**src/rtl/pc_stall_ctrl.sv**
```systemverilog
// PC increment control: stalls the program counter for multi-cycle multiplies and
// for wait-for-button instructions, with a synchronised, debounced button input.
module pc_stall_ctrl #(
    parameter int               Osize      = 3,
    parameter logic [Osize-1:0] WAIT_OP    = 3'b110,
    parameter logic [Osize-1:0] MUL_OP     = 3'b101,
    parameter int               MUL_CYCLES = 3,
    parameter int               DEB_CYCLES = 4
) (
    input  logic             clk,
    input  logic             rst,
    input  logic [Osize-1:0] opcode,
    input  logic             btn,
    output logic             PCincr,
    output logic             waiting
);

    typedef enum logic [1:0] {
        RUN,
        MUL_STALL,
        WAIT_PRESS,
        WAIT_RELEASE
    } state_t;

    localparam int              DW         = $clog2(DEB_CYCLES + 1);
    localparam logic [DW-1:0]   DEB_LAST   = DW'(DEB_CYCLES - 1);
    localparam int              MW         = (MUL_CYCLES > 2) ? $clog2(MUL_CYCLES - 1) : 1;
    localparam logic [MW-1:0]   MUL_LOAD   = (MUL_CYCLES > 2) ? MW'(MUL_CYCLES - 2) : '0;
    localparam bit              MUL_STALLS = (MUL_CYCLES > 1);

    logic          s1, bs;
    logic          db, db_prev;
    logic [DW-1:0] dc;
    logic          db_rise, db_fall;
    state_t        state_q, state_d;
    logic [MW-1:0] mc_q, mc_d;

    // NOTE: sequential state uses non-blocking (<=) so every flop samples pre-edge values.
    always_ff @(posedge clk or negedge rst) begin
        if (!rst) begin
            s1 <= 1'b0;
            bs <= 1'b0;
        end else begin
            s1 <= btn;
            bs <= s1;
        end
    end

    // Accept a new level only after it has differed from db for DEB_CYCLES edges.
    always_ff @(posedge clk or negedge rst) begin
        if (!rst) begin
            dc      <= '0;
            db      <= 1'b0;
            db_prev <= 1'b0;
        end else begin
            db_prev <= db;
            if (bs == db) begin
                dc <= '0;
            end else if (dc == DEB_LAST) begin
                db <= ~db;
                dc <= '0;
            end else begin
                dc <= dc + DW'(1);
            end
        end
    end

    assign db_rise = db & ~db_prev;
    assign db_fall = ~db & db_prev;

    always_ff @(posedge clk or negedge rst) begin
        if (!rst) begin
            state_q <= RUN;
            mc_q    <= '0;
        end else begin
            state_q <= state_d;
            mc_q    <= mc_d;
        end
    end

    // NOTE: every output of this block gets a default first, so no path can infer a latch.
    always_comb begin
        state_d = state_q;
        mc_d    = mc_q;
        PCincr  = 1'b0;
        case (state_q)
            RUN: begin
                if (MUL_STALLS && (opcode == MUL_OP)) begin
                    state_d = MUL_STALL;
                    mc_d    = MUL_LOAD;
                end else if (opcode == WAIT_OP) begin
                    state_d = WAIT_PRESS;
                end else begin
                    PCincr = 1'b1;
                end
            end
            MUL_STALL: begin
                if (mc_q == '0) begin
                    PCincr  = 1'b1;
                    state_d = RUN;
                end else begin
                    mc_d = mc_q - MW'(1);
                end
            end
            WAIT_PRESS: begin
                if (db_rise) state_d = WAIT_RELEASE;
            end
            WAIT_RELEASE: begin
                // Single advance on release; the next cycle is back in RUN.
                if (db_fall) begin
                    PCincr  = 1'b1;
                    state_d = RUN;
                end
            end
            default: state_d = RUN;
        endcase
    end

    assign waiting = (state_q == WAIT_PRESS) || (state_q == WAIT_RELEASE);

endmodule

```
**config.mk**
```make
export PLATFORM = sky130hd
export DESIGN_NAME = pc_stall_ctrl
export DESIGN_NICKNAME = d
export VERILOG_FILES = /design/src/rtl/pc_stall_ctrl.sv
export SDC_FILE = /design/constraint.sdc
export NUM_CORES = 1
export LEC_CHECK = 0
export BUFFER_PORTS_ARGS = -buffer_cell sky130_fd_sc_hd__buf_4
export CORE_AREA = 2 2 39 41
export CTS_CLUSTER_SIZE = 30
export DETAILED_ROUTE_END_ITERATION = 16
export DIE_AREA = 0 0 41 43
export HOLD_SLACK_MARGIN = 0.15
export PLACE_DENSITY = 0.61
export SLEW_MARGIN = 20
export SYNTH_ARGS = -nofsm -noshare
export SYNTH_HDL_FRONTEND = slang
export SYNTH_SLANG_ARGS = --single-unit
```
**constraint.sdc**
```tcl
create_clock -name clk -period 2.1 [get_ports clk]
set_input_delay 0.105 -clock clk [delete_from_list [all_inputs] [get_ports clk]]
set_output_delay 0.105 -clock clk [all_outputs]
set_load 0.05 [all_outputs]
```
### Yosys cells after proc, flatten, opt, wreduce, memory -nomap -nowiden

Cells that the tools add are included.
Widths: inputs -> output; s select.

| operators by class | value |
|---|---|
| add/sub/neg operators | 2 |
| multiply operators | 0 |
| divide/modulo/power cells | 0 |
| $lt $le $gt $ge | 0 |
| equality and inequality tests | 12 |
| shifts and indexed selects | 0 |
| multiplexer cells | 16 |
| bitwise operators | 5 |
| reductions and logical operators | 6 |

Operators with widths:

| operator | number |
|---|---|
| $mux 2 | 5 |
| $ne 2x2->1 const B | 4 |
| $pmux 2 s4 | 1 |
| $eq 3x3->1 const B | 2 |
| $mux 1 | 6 |
| $mux 3 | 2 |
| $eq 2x2->1 const B | 2 |
| $reduce_and 2->1 | 2 |
| $reduce_and 4->1 | 1 |
| $add 3x1->3 const B | 1 |
| $eq 3x2->1 const B | 1 |
| $ne 3x3->1 const B | 1 |
| $not 1->1 | 3 |
| $pmux 1 s3 | 1 |
| $and 1x1->1 | 2 |
| $eq 2x1->1 const B | 1 |
| $logic_not 2->1 | 1 |
| $pmux 1 s2 | 1 |
| $reduce_bool 2->1 | 1 |
| $eq 1x1->1 | 1 |
| $logic_or 1x1->1 | 1 |
| $sub 1x1->1 const B | 1 |

| storage, ports and cells | value |
|---|---|
| register bits | 10 |
| bits in latches | 0 |
| RAM bits | 0 |
| ROM bits | 0 |
| output and inout port bits | 2 |
| word-level logic and storage cells | 48 |
| memories | 0 |

### Depth between registers and ports, before layout

| depth | value |
|---|---|
| depth after elaboration | 4 |
| depth in mapped cells | 3 |
| mapped depth without buffers | 3 |

### Worst setup path before layout

No wires, ideal clock.

| path | value |
|---|---|
| path kind | reg-to-output |
| start point | register state_q[1] |
| end point | output PCincr |
| data arrival time | 1.658 ns |
| required time | 1.995 ns |
| path slack | 0.337 ns |
| cell stages (with the launch flop) | 3 |
| buffers on the path | 0 |
| cell sequence | dfrtp_1 -> nand2_1 -> o31ai_1 |

| on the way | value |
|---|---|
| word-level cells in the longest chain between the ends | 2 |

RTL lines:

| item | RTL line | RTL |
|---|---|---|
| from (decl) | 35 | `state_t state_q, state_d;` |
| from (signal assigned) | 76 | `state_q <= state_d;` |
| $eq 2x2->1, or another cell as far along | 86 | `case (state_q)` |
| $pmux 1 s3 * | 86 |  |
| to (decl) | 14 | `output logic PCincr,` |

Mark *: on every way between the ends. The rest lies on a longest branch, timed or not.

### Worst setup path after layout

| path | value |
|---|---|
| start point | input opcode[1] |
| end point | output PCincr |

| on the way | value |
|---|---|
| word-level cells in the longest chain between the ends | 4 |

RTL lines:

| item | RTL line | RTL |
|---|---|---|
| from (decl) | 12 | `input logic [Osize-1:0] opcode,` |
| $eq 3x3->1 | 91 | `end else if (opcode == WAIT_OP) begin` |
| $mux 1 | 91 |  |
| $mux 1 * | 88 | `if (MUL_STALLS && (opcode == MUL_OP)) begin` |
| $pmux 1 s3 * | 86 |  |

Marks and branches as above.

==> impl_metrics.ini <==
[run_status]
run_status = completed

[synth]
avgSynthCellArea_um2 = 11.6
seq_area_frac_synth_pct = 56.8
synth.net_count = 45
syn-cell-area_um2 = 440
ys_top_cells_by_area = dfrtp_1, xnor2_1, a21oi_1
synth_top_area_share_pct = 56.8
synth_warnings = 0
synth_top_cell_by_area = dfrtp_1
synth-seq-cells = 10
syn_inst = 38
synth_cell_types = 20

[grt]
gr-total-overflow = 0
grt_pass1_vias = 290
grt.total_usage_pct = 10.2
grt_pass1_wl_um = 1190
grt_max_degree = 11
antenna_found_initial = 0

[clock_network]
cts_buffer_depth = 2
cts_resized = 0
post_cts_buffers = 0
postCtsHoldBufs = 3
h-tree-depth = 1
cts.root.buffer_cell = clkbuf_4
cts_made_buffers = 3
cts_tree = done
clkTransAtPathRegs_ps = 70
clkLatencyLatePin_ps = 260
cts_sinks = 10

[timing]
holdWs_ps = 179
hold_violations = 0
min_period_ps = 1450
setup_viol = 0
slew_headroom_pct = 74.9
drv_slew = 0
timing.setup.tns_ps = 0
finClkSkew_ps = 1.40
tightest_slew_ps = 373
period_share_pct = 69.1
fmax_ghz = 0.689
rsz0062_at_grt = no

[routing]
wl_um = 713
drtPass1Iterations = 2
dr.max_layer_used = met4
wl_met2_um = 337
routedWlPerCell_um = 10.6
drt-initial-drc-count = 12
vias = 313
drc = 0
wl_met3_um = 13
ant_nets = 0
viasPerCell = 4.67
met1Wirelength_um = 346

[min_path]
hp-class = in2reg
whs_path_depth = 3

[job]
maxCapViolCount = 0

[power_and_ir_drop]
vdd_ir_drop_max_mv = 0.294
p_comb_share_pct = 34.3
power_density_mw_per_mm2 = 1290
p_int_uw = 473
pwr-share-clk_pct = 23.4
leakage_uw = 0.000267
swShare_pct = 36.5
p_seq_share_pct = 42.4
net-switching-power_uw = 272

[finish]
layout-drive-gt1-share_pct = 29.4
nets = 59
syn2layout_area_growth_pct = 30.7
n_antenna_cell = 0
nFillCells = 135

[floorplan]
dieArea_mm2 = 0.00176
start_util_pct = 31.8
die_h_um = 43
core_mm2 = 0.00138
std_cell_rows = 14
io_pins = 8
chipWidth_um = 41

[place]
dp_hpwl_um = 533
gp_congestion = 0.590
port_buffers = 7

[worst_setup_path]
path_cells = dlygate4sd3_1, buf_4, xnor2_1, o21ai_0, o31ai_1, buf_4
r2r_cells = 3
worstPathRequired_ps = 2000
cpPeakStageDelay_ps = 540
critPathMostFrequentCell = buf_4
critPathLaunchType = input port
end_kind = output pin
path_class = in2out
path_max_fanout = 4
crit_arrival_ps = 1350
slowest_stage = dlygate4sd3_1
==> cells by family after synthesis <==
group                      Yosys count  synth area share [%]
AOI/OAI and AO/OA                   11                  15.6
DFF                                 10                  56.8
and+or+nand+nor                      8                  13.9
xor gates and xnor gates             2                  3.98
muxes                                1                  2.56
buffers and inverters                5                  4.26
adders and majority gates            1                  2.84
==> layout make-up <==
class                           count  area, um2  share of cell area (%)
Inverter                            4       15.0                    2.61
Multi-Input combinational cell     23        171                    29.8
Timing Repair Buffer               10       82.6                    14.3
Sequential cell                    10        250                    43.5
Tap cell                           16       20.0                    3.48
Clock buffer                        4       36.3                    6.30
==> worst paths after layout <==
kind | from | end | slack, ps
min in group asynchronous | rst | s1 | 200
worst max-delay path | opcode[1] | PCincr | 650
worst max register to register | dc[0] | db | 910
worst min register to register | s1 | bs | 350
max in group asynchronous | rst | db_prev | 1770
worst min-delay path | opcode[2] | state_q[1] | 180
==> power groups by stage <==
stage | clock network, uW | registers, uW | logic [uW]
global route | 187 | 331 | 280
CTS | 179 | 317 | 260
detailed placement | 0 | 321 | 253
global placement | 0 | 318 | 250
finish | 174 | 316 | 255
floorplan | 0 | 304 | 197
==> Yosys cell counts, drive strengths merged <==
| library cell | count |
|---|---|
| a21oi | 3 |
| a2bb2oi | 1 |
| a31oi | 1 |
| clkbuf | 1 |
| dfrtp | 10 |
| ha | 1 |
| inv | 4 |
| mux2 | 1 |
| nand2 | 2 |
| nand2b | 1 |
| nor2b | 2 |
| nor3 | 2 |
| nor3b | 1 |
| o21ai | 3 |
| o21bai | 1 |
| o2bb2ai | 1 |
| o31ai | 1 |
| xnor2 | 2 |
==> routing by layer <==
metal / GRT usage [%] / vias up
met2: 13.4 / 5
li1: - / 156
met4: 10.0 / 0
met5: 0 / -
met3: 0 / 2
met1: 14.0 / 150
==> registers in the layout, summed over array words and instances, names as in the netlist <==
register  cells
db_prev       1
db            1
state_q       2
bs            1
dc            3
s1            1
mc_q          1
==> placed cells by master, fill, tap and decap left out <==
master	netlist	layout
ha_1	1	1
o2bb2ai_1	1	1
dlygate4sd3_1	0	3
nor2b_4	1	1
o21bai_1	1	1
a21oi_1	3	3
nor3b_2	1	1
nor2b_1	1	1
a31oi_1	1	1
xnor2_1	2	2
buf_4	0	7
nor3_1	1	1
a2bb2oi_1	1	1
clkbuf_4	0	3
nand2b_1	1	1
o21ai_0	3	3
o31ai_1	1	1
clkbuf_8	0	1
nand2_1	2	2
inv_1	4	4
mux2_2	1	1
dfrtp_1	10	10
nor3_2	1	1
==> worst max-delay path: cells and delay by family <==
kind | cells | cell delay, ps
xor+xnor | 1 | 110
buf+inv | 3 | 880
compound gates | 2 | 250
==> per-stage QoR <==
step                      instance area [um2]  util [%]  power (uW)  cells  setup slack (ps)
after floorplan                           440         -         501     38               337
after global placement                    509      36.8         568     60               968
after detailed placement                  509      36.8         574     60               922
after CTS                                 576      41.6         755     67               629
after global routing                      576      41.6         798     67               572
final                                     576      41.6         745     67               650
Note: power is estimated with default switching activity, not from simulation.
